$ cat src/rtl/sccb_cmd_regs_pkg.sv
// sccb_cmd_regs_pkg: register offsets, STATUS/CTRL bit positions, ID constant and command layout
package sccb_cmd_regs_pkg;
  localparam logic [7:0] REG_ID       = 8'h00;
  localparam logic [7:0] REG_CTRL     = 8'h01;
  localparam logic [7:0] REG_STATUS   = 8'h02;
  localparam logic [7:0] REG_PUSH     = 8'h03;
  localparam logic [7:0] REG_RX       = 8'h04;
  localparam logic [7:0] REG_LEVEL    = 8'h05;
  localparam logic [7:0] REG_IRQ_MASK = 8'h06;
  localparam int CTRL_EN     = 0;
  localparam int CTRL_FLUSH  = 1;
  localparam int ST_EMPTY    = 0;
  localparam int ST_FULL     = 1;
  localparam int ST_BUSY     = 2;
  localparam int ST_RX_VALID = 3;
  localparam int ST_OVF      = 8;
  localparam int ST_NACK     = 9;
  localparam int ST_RX_OVR   = 10;
  localparam logic [15:0] ID_MAGIC = 16'h5CCB;
  localparam logic [7:0]  ID_REV   = 8'h01;
  typedef struct packed {
    logic       rd;
    logic [7:0] slave_id;
    logic [7:0] reg_addr;
    logic [7:0] wdata;
  } sccb_cmd_t;
  localparam int CMD_W = $bits(sccb_cmd_t);
  function automatic logic [31:0] id_word(input int depth);
    return {ID_MAGIC, depth[7:0], ID_REV};
  endfunction
endpackage

$ cat src/rtl/sccb_sync_fifo.sv
// sccb_sync_fifo: synchronous FIFO with flush; push at full only lands when a pop frees the slot
module sccb_sync_fifo #(
  parameter int WIDTH = 25,
  parameter int DEPTH = 16
) (
  input  logic                     clk_i,
  input  logic                     rst_i,
  input  logic                     push_i,
  input  logic [WIDTH-1:0]         wdata_i,
  input  logic                     pop_i,
  input  logic                     flush_i,
  output logic [WIDTH-1:0]         head_o,
  output logic                     empty_o,
  output logic                     full_o,
  output logic [$clog2(DEPTH):0]   level_o
);
  localparam int AW = $clog2(DEPTH);
  logic [WIDTH-1:0] mem_q [DEPTH];
  logic [AW-1:0] wr_ptr_q, wr_ptr_d, rd_ptr_q, rd_ptr_d;
  logic [AW:0] cnt_q, cnt_d;
  logic do_push, do_pop;
  assign empty_o = cnt_q == '0;
  assign full_o  = cnt_q == (AW+1)'(DEPTH);
  assign level_o = cnt_q;
  assign head_o  = mem_q[rd_ptr_q];
  always_comb begin
    do_pop   = pop_i && !empty_o;
    do_push  = push_i && (!full_o || do_pop);
    wr_ptr_d = flush_i ? '0 : do_push ? wr_ptr_q + 1'b1 : wr_ptr_q;
    rd_ptr_d = flush_i ? '0 : do_pop ? rd_ptr_q + 1'b1 : rd_ptr_q;
    cnt_d    = flush_i ? '0 : (do_push && !do_pop) ? cnt_q + 1'b1 : (do_pop && !do_push) ? cnt_q - 1'b1 : cnt_q;
  end
  always_ff @(posedge clk_i) begin
    if (rst_i) begin
      wr_ptr_q <= '0;
      rd_ptr_q <= '0;
      cnt_q    <= '0;
    end else begin
      wr_ptr_q <= wr_ptr_d;
      rd_ptr_q <= rd_ptr_d;
      cnt_q    <= cnt_d;
    end
  end
  always_ff @(posedge clk_i) if (do_push && !flush_i) mem_q[wr_ptr_q] <= wdata_i;
endmodule

$ cat src/rtl/sccb_cmd_regs.sv
// sccb_cmd_regs: dev-bus register block queuing SCCB commands and holding rx/status; `SCCB_CMD_REGS_IRQ_EN adds irq_o and IRQ_MASK
module sccb_cmd_regs
  import sccb_cmd_regs_pkg::*;
#(
  parameter logic [7:0] DEV_INDEX  = 8'h01,
  parameter int         FIFO_DEPTH = 16
) (
  input  logic              clk_i,
  input  logic              rst_i,
  input  logic [7:0]        dev_index_i,
  input  logic [7:0]        dev_cmd_i,
  input  logic [31:0]       dev_wdata_i,
  input  logic [3:0]        dev_wvalid_be_i,
  input  logic              dev_wvalid_i,
  input  logic              dev_rvalid_i,
  output logic [31:0]       dev_rdata_o,
  output logic              cmd_valid_o,
  output logic [CMD_W-1:0]  cmd_data_o,
  input  logic              cmd_ready_i,
  input  logic              rsp_valid_i,
  input  logic [7:0]        rsp_data_i,
  input  logic              rsp_nack_i,
  input  logic              busy_i
`ifdef SCCB_CMD_REGS_IRQ_EN
  ,output logic             irq_o
`endif
);
  localparam int AW = $clog2(FIFO_DEPTH);
  localparam logic [31:0] ID_WORD = id_word(FIFO_DEPTH);
  logic sel, wr, rd, push, pop, flush, w1c, rx_clr, ovf_set, empty, full;
  logic [AW:0] level;
  logic [31:0] status, reg_val, mask_rd;
  logic [31:0] rdata_q, rdata_d;
  logic en_q, en_d, ovf_q, ovf_d, nack_q, nack_d, rx_ovr_q, rx_ovr_d, rx_valid_q, rx_valid_d;
  logic [7:0] rx_byte_q, rx_byte_d;
  logic unused_wdata;
  assign unused_wdata = ^dev_wdata_i[31:CMD_W];
  assign cmd_valid_o  = !empty && en_q;
  assign pop          = cmd_valid_o && cmd_ready_i;
  assign dev_rdata_o  = rdata_q;
  sccb_sync_fifo #(.WIDTH(CMD_W), .DEPTH(FIFO_DEPTH)) u_fifo (
    .clk_i   (clk_i),
    .rst_i   (rst_i),
    .push_i  (push),
    .wdata_i (dev_wdata_i[CMD_W-1:0]),
    .pop_i   (pop),
    .flush_i (flush),
    .head_o  (cmd_data_o),
    .empty_o (empty),
    .full_o  (full),
    .level_o (level)
  );
  always_comb begin
    sel        = dev_index_i == DEV_INDEX;
    wr         = dev_wvalid_i && sel;
    rd         = dev_rvalid_i && sel;
    push       = wr && dev_cmd_i == REG_PUSH && &dev_wvalid_be_i;
    flush      = wr && dev_cmd_i == REG_CTRL && dev_wvalid_be_i[0] && dev_wdata_i[CTRL_FLUSH];
    w1c        = wr && dev_cmd_i == REG_STATUS && dev_wvalid_be_i[1];
    rx_clr     = rd && dev_cmd_i == REG_RX;
    ovf_set    = push && full && !pop;
    en_d       = (wr && dev_cmd_i == REG_CTRL && dev_wvalid_be_i[0]) ? dev_wdata_i[CTRL_EN] : en_q;
    ovf_d      = ovf_set || (ovf_q && !(w1c && dev_wdata_i[ST_OVF]));
    nack_d     = (rsp_valid_i && rsp_nack_i) || (nack_q && !(w1c && dev_wdata_i[ST_NACK]));
    rx_ovr_d   = (rsp_valid_i && rx_valid_q && !rx_clr) || (rx_ovr_q && !(w1c && dev_wdata_i[ST_RX_OVR]));
    rx_valid_d = rsp_valid_i || (rx_valid_q && !rx_clr);
    rx_byte_d  = rsp_valid_i ? rsp_data_i : rx_byte_q;
    status = '0;
    status[ST_EMPTY]    = empty;
    status[ST_FULL]     = full;
    status[ST_BUSY]     = busy_i;
    status[ST_RX_VALID] = rx_valid_q;
    status[ST_OVF]      = ovf_q;
    status[ST_NACK]     = nack_q;
    status[ST_RX_OVR]   = rx_ovr_q;
    reg_val = dev_cmd_i == REG_ID       ? ID_WORD :
              dev_cmd_i == REG_CTRL     ? {31'b0, en_q} :
              dev_cmd_i == REG_STATUS   ? status :
              dev_cmd_i == REG_RX       ? {rx_valid_q, 23'b0, rx_byte_q} :
              dev_cmd_i == REG_LEVEL    ? 32'(level) :
              dev_cmd_i == REG_IRQ_MASK ? mask_rd : '0;
    rdata_d = dev_rvalid_i ? (sel ? reg_val : '0) : rdata_q;
  end
  always_ff @(posedge clk_i) begin
    if (rst_i) begin
      rdata_q    <= '0;
      en_q       <= 1'b0;
      ovf_q      <= 1'b0;
      nack_q     <= 1'b0;
      rx_ovr_q   <= 1'b0;
      rx_valid_q <= 1'b0;
      rx_byte_q  <= '0;
    end else begin
      rdata_q    <= rdata_d;
      en_q       <= en_d;
      ovf_q      <= ovf_d;
      nack_q     <= nack_d;
      rx_ovr_q   <= rx_ovr_d;
      rx_valid_q <= rx_valid_d;
      rx_byte_q  <= rx_byte_d;
    end
  end
`ifdef SCCB_CMD_REGS_IRQ_EN
  logic [3:0] mask_q, mask_d;
  logic irq_q, irq_d;
  assign mask_rd = {28'b0, mask_q};
  assign irq_o   = irq_q;
  always_comb begin
    mask_d = (wr && dev_cmd_i == REG_IRQ_MASK && dev_wvalid_be_i[0]) ? dev_wdata_i[3:0] : mask_q;
    irq_d  = |(mask_q & {rx_valid_q, nack_q, ovf_q, empty && !busy_i});
  end
  always_ff @(posedge clk_i) begin
    if (rst_i) begin
      mask_q <= '0;
      irq_q  <= 1'b0;
    end else begin
      mask_q <= mask_d;
      irq_q  <= irq_d;
    end
  end
`else
  assign mask_rd = '0;
`endif
endmodule
$ cat config.mk
export PLATFORM = sky130hd
export DESIGN_NAME = sccb_cmd_regs
export DESIGN_NICKNAME = d
export VERILOG_FILES = /design/src/rtl/sccb_cmd_regs_pkg.sv /design/src/rtl/sccb_sync_fifo.sv /design/src/rtl/sccb_cmd_regs.sv
export SDC_FILE = /design/constraint.sdc
export NUM_CORES = 1
export LEC_CHECK = 0
export CORE_MARGIN = 5
export CORE_UTILIZATION = 56
export DETAILED_ROUTE_END_ITERATION = 8
export PLACE_DENSITY_LB_ADDON = 0.25
export SYNTH_ARGS = -nofsm -noshare
export SYNTH_HDL_FRONTEND = slang
export SYNTH_SLANG_ARGS = --single-unit
$ cat constraint.sdc
create_clock -name clk_i -period 8.1 [get_ports clk_i]
set_clock_uncertainty 0.1 [all_clocks]
set_input_delay 1.62 -clock clk_i [delete_from_list [all_inputs] [get_ports clk_i]]
set_output_delay 1.62 -clock clk_i [all_outputs]
set_load 0.01 [all_outputs]
# Yosys cells after proc, flatten, opt, wreduce, memory -nomap -nowiden
# Memory sizes are Yosys's and may differ from the RTL's. A register that Yosys moved wholly into a read port is not among the register bits.
# Cells that the tools add are included.
# Widths: inputs -> output; s select.
# word_totals
wordCells	83
register_bits	58
mem_count	1
ramBits	400
out_inout_bits	58
inputBits	68
# mem_list
name	words	width	rd	rd_clocked_by_memory_dff	wr	line_no	text
u_fifo.mem_q	16	25	1	1	1	sccb_sync_fifo.sv:18	logic [WIDTH-1:0] mem_q [DEPTH];
# classes
n_reduce_logical	49
add_sub_neg	4
n_mux	12
n_eq_ne	7
# op_table
cell	count
$mux 32	5
$logic_and 1x1->1	29
$eq 8x1->1 const B	2
$eq 8x2->1 const B	2
$eq 8x3->1 const B	2
$mux 5	3
$logic_not 1->1	10
$add 4x1->4 const B	2
$logic_not 8->1	1
$mux 4	2
$add 5x1->5 const B	1
$eq 5x5->1 const B	1
$logic_not 5->1	1
$logic_or 1x1->1	5
$sub 5x1->5 const B	1
$reduce_and 4->1	1
$mux 1	2
$reduce_bool 2->1	1
$reduce_or 2->1	1

# Logic depth before layout (Yosys ltp)
# logic_depth
ltp_word	11
ltp_mapped	14
depth_no_buf	12

# Modules after synthesis
# From an unflattened synthesis, not the netlist that was laid out.
# hier_totals
hier_cells	881
hier_area_um2	17280.3
# modules_own_cells
module	instances	cells_each	seq_area_each_um2	area_each_um2
sccb_sync_fifo	1	722	12351.8	15874.0
sccb_cmd_regs	1	159	520.5	1406.3

# Worst setup path after synthesis
# No wires, ideal clock.
# synth_path
path_type	input -> register
from	input dev_cmd_i[5]
to	memory u_fifo.mem_q[15][0], enable pin
setup_slack_ns	1.918
t_arrival_ns	5.612
cell_stages	6
setup_time_ns	0.470
t_required_ns	7.530
n_path_buf	2
path_cell_list	or4_4 -> or2_4 -> or4_1 -> buf_2 -> buf_2 -> nor4_1
# synth_via
elab_chain_len	8
elab_cells_between_ends	12
classes_between	2 x eq/ne; 2 x mux; 8 x reduce/logical
# synth_lines
item	line_no	text
start, declared	sccb_cmd_regs.sv:11	input logic [7:0] dev_cmd_i,
$eq 8x1->1	sccb_cmd_regs.sv:58	flush = wr && dev_cmd_i == REG_CTRL && dev_wvalid_be_i[0] && dev_wdata_i[CTRL_FLUSH];
$logic_and 1x1->1 (3 in a row)	sccb_cmd_regs.sv:58	
$logic_not 1->1	sccb_sync_fifo.sv:44	always_ff @(posedge clk_i) if (do_push && !flush_i) mem_q[wr_ptr_q] <= wdata_i;
$logic_and 1x1->1 (*)	sccb_sync_fifo.sv:44	
$mux 1 (*)	sccb_sync_fifo.sv:44	
$mux 1 (implied by the code) (*)	sccb_sync_fifo.sv:44	
end, declared	sccb_sync_fifo.sv:18	
# Every way passes the cells marked *; elsewhere a longest branch is shown, timed or not.

==> flow_metrics.tcl <==
set metrics [dict create \
    critPathArrivalTime_ps 3560 \
    grt_pass1_wl_microns 52600 \
    globalRouteTotalUtil_pct 20.5 \
    worst-path-buf-inv 2 \
    cts_buffers 44 \
    intPower_mw 3.58 \
    min_path_type "reg -> reg" \
    setup_tns_ps 0 \
    place_congestion 0.808 \
    irDropWorstVdd_uv 141 \
    finalSetupViolCount 0 \
    cts_root_buf "clkbuf_16" \
    pwr-share-clk_pct 42.0 \
    fill_cells 1978 \
    die_w_microns 185 \
    crit_chain "buf_4 > mux4_2 > mux4_2 > clkdlybuf4s50_1" \
    fin_ws_ps 2820 \
    hold_start "ovf_q" \
    port_buffers 108 \
    synth.avg_cell_area_sq_um 21.0 \
    final_common_cell "edfxtp_1" \
    cap_viol_max_count 0 \
    yosysTopAreaCellShare_pct 69.7 \
    diodes 0 \
    end_kind "output pin" \
    synth-seq-cells 443 \
    synth.area.top_cells "edfxtp_1 (70%), mux4_2 (16%), dfxtp_1 (5.0%), buf_4 (0.83%), mux2i_1 (0.81%)" \
    slowest_stage "dfxtp_4" \
    wirelength_microns 34100 \
    drive_above_1_share_pct 22.6 \
    cp-endpoint "cmd_data_o[9]" \
    fin_nets 1015 \
    drtIter0Drc 775 \
    synthToLayoutAreaGrowth_pct 16.1 \
    worstRegToRegCells 11 \
    post_cts_resized 0 \
    die_area_sq_um 34400 \
    rsz0062_at_grt "no" \
    top_usage_layer "met2" \
    clkLatencyLatePin_ps 530 \
    first_pass_iters 5 \
    viasPerCell 6.03 \
    synth_area_sq_um 17200 \
    timing.rr.start "u_fifo.level_o[0]" \
    vias 8235 \
    period_share_pct 65.2 \
    worst_path_most_repeated_cell "mux4_2" \
    overflow 0 \
    seq_area_sq_um 12900 \
    htree_levels 2 \
    rows 64 \
    yosys_warnings 0 \
    start_util_pct 56.4 \
    p_per_area_nw_per_um2 221 \
    core_area_sq_um 30500 \
    antenna_found_initial 0 \
    status "completed" \
    ant_nets 0 \
    multi_input_area_sq_um 4090 \
    path_clk_slew_ps 60 \
    final_cell_mix "edfxtp_1 (400), mux4_2 (125), clkdlybuf4s50_1 (108)" \
    seq_power_share_pct 56.3 \
    cp_data_required_time_ps 6380 \
    p_sw_mw 0.849 \
    first_global_vias 8766 \
    crit_cells 4 \
    drc 0 \
    finalCriticalPeriod_ps 5280 \
    post-cts-setup-buffers 0 \
    hpwlAfterDp_microns 18100 \
    critPathLaunchType "flop" \
    cellLeakagePower_nw 6.15 \
    die_h_microns 185 \
    worst_pin_slew_ps 1170 \
    clock.fmax_ghz 0.189 \
    slew_violations 0 \
    ioPinCount 126 \
    p_sw_share_pct 19.2 \
    cts.path.max_buffers 3 \
    yosysSeqAreaShare_pct 74.7 \
    pre_cts_slack_ps 2370 \
    path_max_fanout 53 \
    use_met3_pct 4.24 \
    pwr-share-comb_pct 1.7 \
    yosysTopAreaCell "edfxtp_1" \
    ctsHoldBuffers 0 \
    r2r_setup_slack_ps 4310 \
    regToRegEndpoint "u_fifo.level_o[4]" \
    critPathTopFamily "buffers and inverters" \
    post_drt_wl_per_cell_microns 25.0 \
    slowest_delay_ps 870 \
    cts_tree "done" \
    met2_usage_pct 33.8 \
    grt_max_degree 87 \
    slew_headroom_pct 21.1 \
    synth_cell_types 44 \
    gr-usage-met1_pct 28.9 \
    hold_viol_final 0 \
    netlist_instances 820 \
    setup.worst_path.class "reg -> out" \
    clock-sinks 443 \
]
==> Yosys cell counts <==
| master | count |
|---|---|
| a2111oi_0 | 1 |
| mux4_2 | 125 |
| a21o_1 | 1 |
| a21oi_1 | 15 |
| a31oi_1 | 2 |
| edfxtp_1 | 400 |
| or3_1 | 4 |
| o221a_2 | 1 |
| buf_2 | 2 |
| xor2_1 | 4 |
| nor3_2 | 1 |
| nor3b_1 | 1 |
| buf_1 | 13 |
| a22o_1 | 6 |
| conb_1 | 1 |
| nand3_1 | 8 |
| fa_1 | 1 |
| clkbuf_1 | 23 |
| mux2i_1 | 14 |
| nand2b_1 | 2 |
| xnor2_1 | 3 |
| nand2_1 | 11 |
| ha_1 | 10 |
| nand4b_1 | 1 |
| nor4b_2 | 2 |
| nand4_1 | 6 |
| inv_1 | 13 |
| buf_4 | 19 |
| or4_4 | 1 |
| a221o_1 | 2 |
| o21ai_0 | 9 |
| a32oi_1 | 1 |
| nor2_1 | 32 |
| a211oi_1 | 1 |
| nor4_1 | 6 |
| dfxtp_1 | 43 |
| and2_1 | 13 |
| or4_1 | 1 |
| nor2b_1 | 5 |
| or3b_2 | 1 |
| a22oi_1 | 2 |
| or2_4 | 1 |
| nor3_1 | 9 |
| and3_1 | 3 |
==> metrics by stage <==
step / instances / hold WS [ps] / total power [mW] / area [sq um] / utilization (%)
after floorplan: 829 / 336 / 2.56 / 17300 / -
after global placement: 1286 / 347 / 2.61 / 18700 / 61.2
after detailed placement: 1286 / 358 / 2.61 / 18700 / 61.2
after CTS: 1366 / 374 / 4.45 / 20000 / 65.5
after global routing: 1366 / 395 / 4.57 / 20000 / 65.5
final: 1366 / 371 / 4.43 / 20000 / 65.5
==> flip-flops by register name, indices dropped and copies added (netlist names), named ones only <==
register	flops
ovf_q	1
u_fifo.level_o	5
nack_q	1
en_q	1
dev_rdata_o	13
rx_valid_q	1
u_fifo.wr_ptr_q	4
rx_byte_q	8
rx_ovr_q	1
u_fifo.rd_ptr_q	4
u_fifo.mem_q	400
==> cells by family (layout without fill, tap and decap cells) <==
family | after synthesis | in the layout | synth area share (%)
flip-flops | 443 | 443 | 74.7
AND/OR/NAND/NOR | 108 | 108 | 3.39
multiplexers | 139 | 139 | 17.2
adder cells (fa/ha/maj) | 11 | 11 | 0.843
AO/OA/AOI/OAI | 41 | 41 | 1.53
buffers and inverters | 70 | 211 | 1.95
other | 1 | 10 | 0.0218
XOR/XNOR | 7 | 7 | 0.356
==> worst reg2reg max path, cell delays in order (launching register included) <==
cell       delay [ps]
dfxtp_1           380
nor4_1            620
and3_1            280
or4_1             530
inv_1             120
ha_1              280
fa_1              420
nor2b_1           120
o21ai_0           150
a2111oi_0         490
a31oi_1            70
a21oi_1           150
==> worst min-delay path by stage <==
stage,endpoint,cells past startpoint,slack [ps]
4_1_cts,dev_rdata_o[8],1,370
6_report,dev_rdata_o[8],1,370
3_5_place_dp,dev_rdata_o[8],1,360
2_1_floorplan,dev_rdata_o[8],1,340
3_3_place_gp,dev_rdata_o[9],1,350
5_1_grt,dev_rdata_o[8],1,400
==> area by class of cell <==
| cell class | instances | share of cell area, % |
|---|---|---|
| repair buffers | 118 | 5.85 |
| inverters | 13 | 0.244 |
| clock inverters | 25 | 0.682 |
| well taps | 396 | 2.48 |
| multi-input cells | 316 | 20.4 |
| flip-flops and latches | 443 | 64.4 |
| clock buffers | 55 | 5.87 |
==> metal layers <==
metal  wire length (microns)  part of all wire, %
met1                   14200                   42
met3                    2350                  6.9
met4                     409                  1.2
met2                   17200                   50
met5                       0                    0
==> power groups by stage <==
stage	clock (mW)	sequential, mW	combinational, mW
after floorplan	0	2.54	0.0186
after global placement	0	2.54	0.0706
after detailed placement	0	2.54	0.0732
after CTS	1.89	2.49	0.0733
after global routing	2.00	2.49	0.0799
final	1.86	2.49	0.0735
Power figures use the tool's default switching activity.
